==> src/rtl/ah_snoop_arb_pkg.sv <==
// ah_snoop_arb_pkg: shared types and defaults for the snoop FIFO arbiter.
// Contents:
//   state_e         FSM state encoding (IDLE, SNOOP, WRITE, DROP)
//   DEF_DATA_W      default word width
//   DEF_NUM_REQ     default requester count
//   DEF_DEPTH       default FIFO depth / initial credit count
//   idx_w()         width of a requester index
package ah_snoop_arb_pkg;

    typedef enum logic [1:0] {
        ST_IDLE  = 2'd0,
        ST_SNOOP = 2'd1,
        ST_WRITE = 2'd2,
        ST_DROP  = 2'd3
    } state_e;

    localparam int DEF_DATA_W  = 10;
    localparam int DEF_NUM_REQ = 4;
    localparam int DEF_DEPTH   = 16;

    function automatic int idx_w(input int n);
        return (n > 1) ? $clog2(n) : 1;
    endfunction

endpackage

==> src/rtl/ah_rr_arbiter.sv <==
// ah_rr_arbiter: combinational round-robin grant.
// Ports:
//   req_i   request vector, one bit per requester
//   ptr_i   highest-priority requester; priority ascends from here with wrap
//   gnt_o   one-hot grant (zero when nobody requests)
//   idx_o   index of the granted requester
//   any_o   1 when some requester is granted
module ah_rr_arbiter
    import ah_snoop_arb_pkg::*;
#(
    parameter int NUM_REQ = DEF_NUM_REQ,
    parameter int IDX_W   = idx_w(NUM_REQ)
) (
    input  logic [NUM_REQ-1:0] req_i,
    input  logic [IDX_W-1:0]   ptr_i,
    output logic [NUM_REQ-1:0] gnt_o,
    output logic [IDX_W-1:0]   idx_o,
    output logic               any_o
);

    logic [IDX_W-1:0] cand;

    always_comb begin
        gnt_o = '0;
        idx_o = '0;
        any_o = 1'b0;
        cand  = '0;
        for (int k = 0; k < NUM_REQ; k++) begin
            cand = IDX_W'((int'(ptr_i) + k) % NUM_REQ);
            if (!any_o && req_i[cand]) begin
                any_o       = 1'b1;
                idx_o       = cand;
                gnt_o[cand] = 1'b1;
            end
        end
    end

endmodule

==> src/rtl/ah_snoop_fifo_arbiter.sv <==
// ah_snoop_fifo_arbiter: round-robin, credit-controlled writer into a snoopable FIFO
// with optional duplicate dropping.
// Ports:
//   clk_i, rst_ni          clock (rising edge), asynchronous active-low reset
//   req_valid_i/req_data_i per-requester request and word (requester i at [i*DATA_W +: DATA_W])
//   req_ack_o              one-cycle pulse: word written to the FIFO
//   req_drop_o             one-cycle pulse: word discarded as a duplicate
//   dedup_en_i             enables duplicate dropping
//   fifo_wr_data_o/valid_o FIFO write port
//   fifo_wr_credit_i       one pulse per freed FIFO slot
//   fifo_snoop_data_o/valid_o, fifo_snoop_match_i  snoop handshake (match is same-cycle)
//   credits_o              current free-slot count
//   busy_o                 1 while a request is in flight
//   err_o                  sticky credit-overflow flag
module ah_snoop_fifo_arbiter
    import ah_snoop_arb_pkg::*;
#(
    parameter int DATA_W  = DEF_DATA_W,
    parameter int NUM_REQ = DEF_NUM_REQ,
    parameter int DEPTH   = DEF_DEPTH,
    parameter int CNT_W   = 5
) (
    input  logic                      clk_i,
    input  logic                      rst_ni,
    input  logic [NUM_REQ-1:0]        req_valid_i,
    input  logic [NUM_REQ*DATA_W-1:0] req_data_i,
    output logic [NUM_REQ-1:0]        req_ack_o,
    output logic [NUM_REQ-1:0]        req_drop_o,
    input  logic                      dedup_en_i,
    output logic [DATA_W-1:0]         fifo_wr_data_o,
    output logic                      fifo_wr_valid_o,
    input  logic                      fifo_wr_credit_i,
    output logic [DATA_W-1:0]         fifo_snoop_data_o,
    output logic                      fifo_snoop_valid_o,
    input  logic                      fifo_snoop_match_i,
    output logic [CNT_W-1:0]          credits_o,
    output logic                      busy_o,
    output logic                      err_o
);

    localparam int               IDX_W = idx_w(NUM_REQ);
    localparam logic [CNT_W-1:0] FULL  = CNT_W'(DEPTH);

    state_e             state_q;
    logic [IDX_W-1:0]   rr_ptr_q, win_q, arb_idx, next_ptr;
    logic [NUM_REQ-1:0] win_oh_q, arb_gnt, ack_q, drop_q;
    logic               arb_any, wr_valid_q, snoop_valid_q, busy_q, can_wr;
    logic [DATA_W-1:0]  data_q;
    logic [CNT_W-1:0]   credits_q, credits_d;
    logic               err_q, err_d;

    ah_rr_arbiter #(
        .NUM_REQ (NUM_REQ),
        .IDX_W   (IDX_W)
    ) u_arb (
        .req_i (req_valid_i),
        .ptr_i (rr_ptr_q),
        .gnt_o (arb_gnt),
        .idx_o (arb_idx),
        .any_o (arb_any)
    );

    // A write and a returned credit in the same cycle cancel; a credit with the
    // counter already full is dropped and flagged.
    always_comb begin
        credits_d = credits_q;
        err_d     = err_q;
        if (wr_valid_q && !fifo_wr_credit_i)
            credits_d = credits_q - CNT_W'(1);
        else if (!wr_valid_q && fifo_wr_credit_i) begin
            if (credits_q == FULL)
                err_d = 1'b1;
            else
                credits_d = credits_q + CNT_W'(1);
        end
    end

    // Strobes are registered, so the write for the next cycle is decided against
    // the count that will be visible in that cycle.
    assign can_wr   = (credits_d != '0);
    assign next_ptr = (win_q == IDX_W'(NUM_REQ - 1)) ? '0 : win_q + IDX_W'(1);

    always_ff @(posedge clk_i or negedge rst_ni) begin
        if (!rst_ni) begin
            state_q       <= ST_IDLE;
            rr_ptr_q      <= '0;
            win_q         <= '0;
            win_oh_q      <= '0;
            data_q        <= '0;
            ack_q         <= '0;
            drop_q        <= '0;
            wr_valid_q    <= 1'b0;
            snoop_valid_q <= 1'b0;
            busy_q        <= 1'b0;
            credits_q     <= FULL;
            err_q         <= 1'b0;
        end else begin
            credits_q     <= credits_d;
            err_q         <= err_d;
            ack_q         <= '0;
            drop_q        <= '0;
            wr_valid_q    <= 1'b0;
            snoop_valid_q <= 1'b0;
            case (state_q)
                ST_IDLE: begin
                    if (arb_any) begin
                        win_q         <= arb_idx;
                        win_oh_q      <= arb_gnt;
                        data_q        <= req_data_i[arb_idx*DATA_W +: DATA_W];
                        snoop_valid_q <= 1'b1;
                        busy_q        <= 1'b1;
                        state_q       <= ST_SNOOP;
                    end
                end
                ST_SNOOP: begin
                    if (dedup_en_i && fifo_snoop_match_i) begin
                        drop_q  <= win_oh_q;
                        state_q <= ST_DROP;
                    end else begin
                        wr_valid_q <= can_wr;
                        ack_q      <= can_wr ? win_oh_q : '0;
                        state_q    <= ST_WRITE;
                    end
                end
                ST_WRITE: begin
                    if (wr_valid_q) begin
                        rr_ptr_q <= next_ptr;
                        busy_q   <= 1'b0;
                        state_q  <= ST_IDLE;
                    end else begin
                        wr_valid_q <= can_wr;
                        ack_q      <= can_wr ? win_oh_q : '0;
                    end
                end
                ST_DROP: begin
                    rr_ptr_q <= next_ptr;
                    busy_q   <= 1'b0;
                    state_q  <= ST_IDLE;
                end
                default: state_q <= ST_IDLE;
            endcase
        end
    end

    assign req_ack_o          = ack_q;
    assign req_drop_o         = drop_q;
    assign fifo_wr_valid_o    = wr_valid_q;
    assign fifo_wr_data_o     = data_q;
    assign fifo_snoop_valid_o = snoop_valid_q;
    assign fifo_snoop_data_o  = data_q;
    assign credits_o          = credits_q;
    assign busy_o             = busy_q;
    assign err_o              = err_q;

endmodule

==> config.mk <==
export PLATFORM = sky130hd
export DESIGN_NAME = ah_snoop_fifo_arbiter
export DESIGN_NICKNAME = d
export VERILOG_FILES = /design/src/rtl/ah_snoop_arb_pkg.sv /design/src/rtl/ah_rr_arbiter.sv /design/src/rtl/ah_snoop_fifo_arbiter.sv
export SDC_FILE = /design/constraint.sdc
export NUM_CORES = 1
export LEC_CHECK = 0
export CAP_MARGIN = 20
export CORE_MARGIN = 4
export CORE_UTILIZATION = 30
export DETAILED_ROUTE_END_ITERATION = 6
export PLACE_DENSITY_LB_ADDON = 0.1
export SLEW_MARGIN = 20
export SYNTH_ARGS = -nofsm -noshare
export SYNTH_HDL_FRONTEND = slang
export SYNTH_SLANG_ARGS = --single-unit
==> constraint.sdc <==
create_clock -name clk_i -period 3.5 [get_ports clk_i]
set_input_delay 0.525 -clock clk_i [delete_from_list [all_inputs] [get_ports clk_i]]
set_output_delay 0.525 -clock clk_i [all_outputs]
set_load 0.005 [all_outputs]
==> metrics.md <==
| Metric | Value |
|---|---|
| Most frequent cell after synthesis | `dfrtp_1` |
| Antenna diode count | `0` |
| Rows | `33` |
| Mean Syn Cell Area | `9.364 um2` |
| CTS max path bufs | `2` |
| Vias in the first global route | `between 2000 and 2500` |
| Total CTS buffers | `5` |
| Worst Path Arrival | `just over 3 ns` |
| Iter 0 DRT Violations | `92` |
| Clk_lat worst skew | `0.29 ns` |
| Yosys top cell by area | `dfrtp_1` |
| Die span in x | `101.3 um` |
| DP Area | `0.003486 mm2` |
| Seq/Total Area, Yosys | `0.3549` |
| # Max-Cap Violations | `0` |
| Worst reg-to-reg path cell count | `9` |
| Final Util | `0.4340` |
| TritonCTS clock tree | `done` |
| Initial antenna violation count | `0` |
| Cell count after synthesis | `279` |
| First-pass GRT wire length | `10880 um` |
| Worst hold path type | `in2async` |
| GRT Util Overall | `0.1329` |
| Pin count of the biggest net entering global routing | `38` |
| Final Power | `3.211 mW` |
| Final hold violation count | `0` |
| Vias per cell | `5.002` |
| Cell variety after synth | `57` |
| NumNets Final | `413` |
| Pins Over Slew Limit | `0` |
| Most frequent cells after synthesis | `dfrtp_1 (36), nand2_1 (31), nor2_1 (19), mux2i_1 (18), o21ai_0 (15)` |
| P_leak | `1.544 nW` |
| CTS Root Cell | `clkbuf_8` |
| Fmax | `approximately 350 MHz` |
| Clock Skew | `0.007560 ns` |
| Startpoint types | `primary input` |
| Layout cells sized above 1 | `0.1073` |
| Post-layout min period | `2.871 ns` |
| Top cell type's share of synthesized area | `0.3448` |
| H-tree depth | `2` |
| Clock Sinks | `37` |
| CTS hold repair buffers | `0` |
| Yosys reg bits | `37` |
| Post-route DRC | `0` |
| Crit end category | `register` |
| Tcrit/Tclk final | `0.8202` |
| Via count | `2296` |
| Die Footprint | `0.01027 mm2` |
| Port-buffer cells | `between 80 and 90` |
| Post-synth EDFFs | `0` |
| Drt total wl | `6635 um` |
| Number of nets with antenna violations after routing | `0` |
| Status | `completed` |
| VDD IR-drop max | `0.0003006 V` |
| Mapped Nets | `339` |
| Remaining global-route overflow | `0` |
| Least-Margin Pin Slew | `0.8661 ns` |
| Ys Warns | `0` |
| Starting Density | `0.3132` |
| Synth Cell Area | `about 0.0026 mm2` |
| Post-DP HPWL | `roughly 5200 um` |
| CTS resizes | `0` |
| Clock transition at path regs | `about 0.08 ns` |
| Asr flop ratio synth | `1.000` |
| Final Instance Area | `0.003620 mm2` |
| Final setup TNS | `0 ns` |
| Crit-path max FO | `12` |
| Die Y | `101.3 um` |
| Drt pass-1 iters | `4` |
| Primary FF master, synth | `dfrtp_1` |
| Relative slew slack | `0.4226` |
| Final setup fails | `0` |
| WP data required | `3.67 ns` |
| RSZ-0062 raised after global routing | `no` |
| WHS | `0.3461 ns` |
| Fillers | `825` |
| Per-cell routed wire length | `14.46 um` |
| Power Density | `887.1 mW/mm2` |
| P&R area growth vs syn | `38.55%` |
| Global placement routability congestion | `between 0.8 and 0.9` |
| # Post-CTS Setup Buffers | `0` |
| Top cells by area, synth | `dfrtp_1 (34%), mux2i_1 (6.9%), ha_1 (5.3%)` |
| Total core area | `0.008341 mm2` |
| Ports | `between 80 and 90` |
| Setup CP Type | `in2reg` |
## state kept, by name (all words and copies together), names as in the netlist
signal,count
fifo_snoop_valid_o,1
fifo_wr_valid_o,1
win_q,2
busy_o,1
fifo_snoop_data_o,10
req_ack_o,4
win_oh_q,4
state_q,2
rr_ptr_q,2
credits_o,5
req_drop_o,4
err_o,1
## worst paths after layout
check	startpoint	end	slack, ns
worst max-delay path	fifo_wr_credit_i	req_ack_o[3]	0.63
worst min-delay path	rst_ni	credits_o[1]	0.35
worst max register to register	rr_ptr_q[1]	fifo_snoop_data_o[9]	0.84
worst min register to register	err_o	err_o	0.47
max in group asynchronous	rst_ni	fifo_snoop_data_o[9]	2.61
min in group clk_i	err_o	err_o	0.47
## through the flow
step / instances / setup slack (ns)
6_report: 459 / 0.6292
5_1_grt: 459 / 0.4547
4_1_cts: 459 / 0.6122
3_5_place_dp: 451 / 0.3065
3_3_place_gp: 451 / 0.3370
2_1_floorplan: 279 / 0.6810
## cell families (layout without fill, tap and decap cells)
kind of cell	Yosys count	after routing	synth area share
mux	30	30	0.1336
xor+xnor	3	3	0.01006
simple gates	98	98	0.1921
flops	37	37	0.3549
compound gates	62	62	0.1739
buf+inv	38	113	0.08286
fa+ha+maj	11	11	0.05268
## critical path: stages
cell             delay (ns)
clkdlybuf4s50_1        0.60
or4b_2                 0.73
o22ai_1                0.17
xor2_1                 0.11
or3_1                  0.35
o311a_1                0.39
and2_1                 0.17
## layout make-up
cell class	instances	area [um2]	area share
clock inverter	3	65.06	0.01797
clock buffer	5	68.82	0.01901
inverter	10	37.54	0.01037
sequential	37	927.1	0.2561
multi-input combinational	204	1469	0.4058
tap	105	131.4	0.03629
timing repair buffer	95	920.9	0.2544
## per-layer routing
| metal | up-vias | track usage | wire, um |
|---|---|---|---|
| met5 | - | 0 | 0 |
| met4 | 0 | 0.03067 | 41 |
| met3 | 2 | 0.02342 | 382 |
| met2 | 66 | 0.2309 | 3416 |
| met1 | 1084 | 0.1718 | 2794 |
| li1 | 1144 | - | - |
## power breakdown
group | total [mW] | internal, mW | switching [mW]
registers | 0.755 | 0.610 | 0.145
logic | 2.02 | 1.05 | 0.976
clock network | 0.435 | 0.283 | 0.152
total | 3.21 | 1.94 | 1.27
## layout by cell type (no fill, tap or decap), types with 2 or more instances in the layout
master,n
o311ai_0,2
o311ai_1,5
a221oi_1,5
a21oi_1,7
buf_4,10
xor2_1,2
ha_1,11
nand3_1,4
a22oi_1,4
o21ai_2,2
o21ai_0,15
or3_1,8
nor2b_1,8
inv_1,10
dfrtp_1,36
nand3b_1,2
clkdlybuf4s50_1,84
clkbuf_8,5
mux2i_1,18
nand2b_1,5
nor2_1,19
and3_1,3
nor3_1,2
o221ai_1,2
mux4_2,3
bufinv_16,2
and2_1,8
mux2_2,8
nand2_1,31
o211ai_1,3
o211a_1,2
Power figures use the tool's default switching activity.
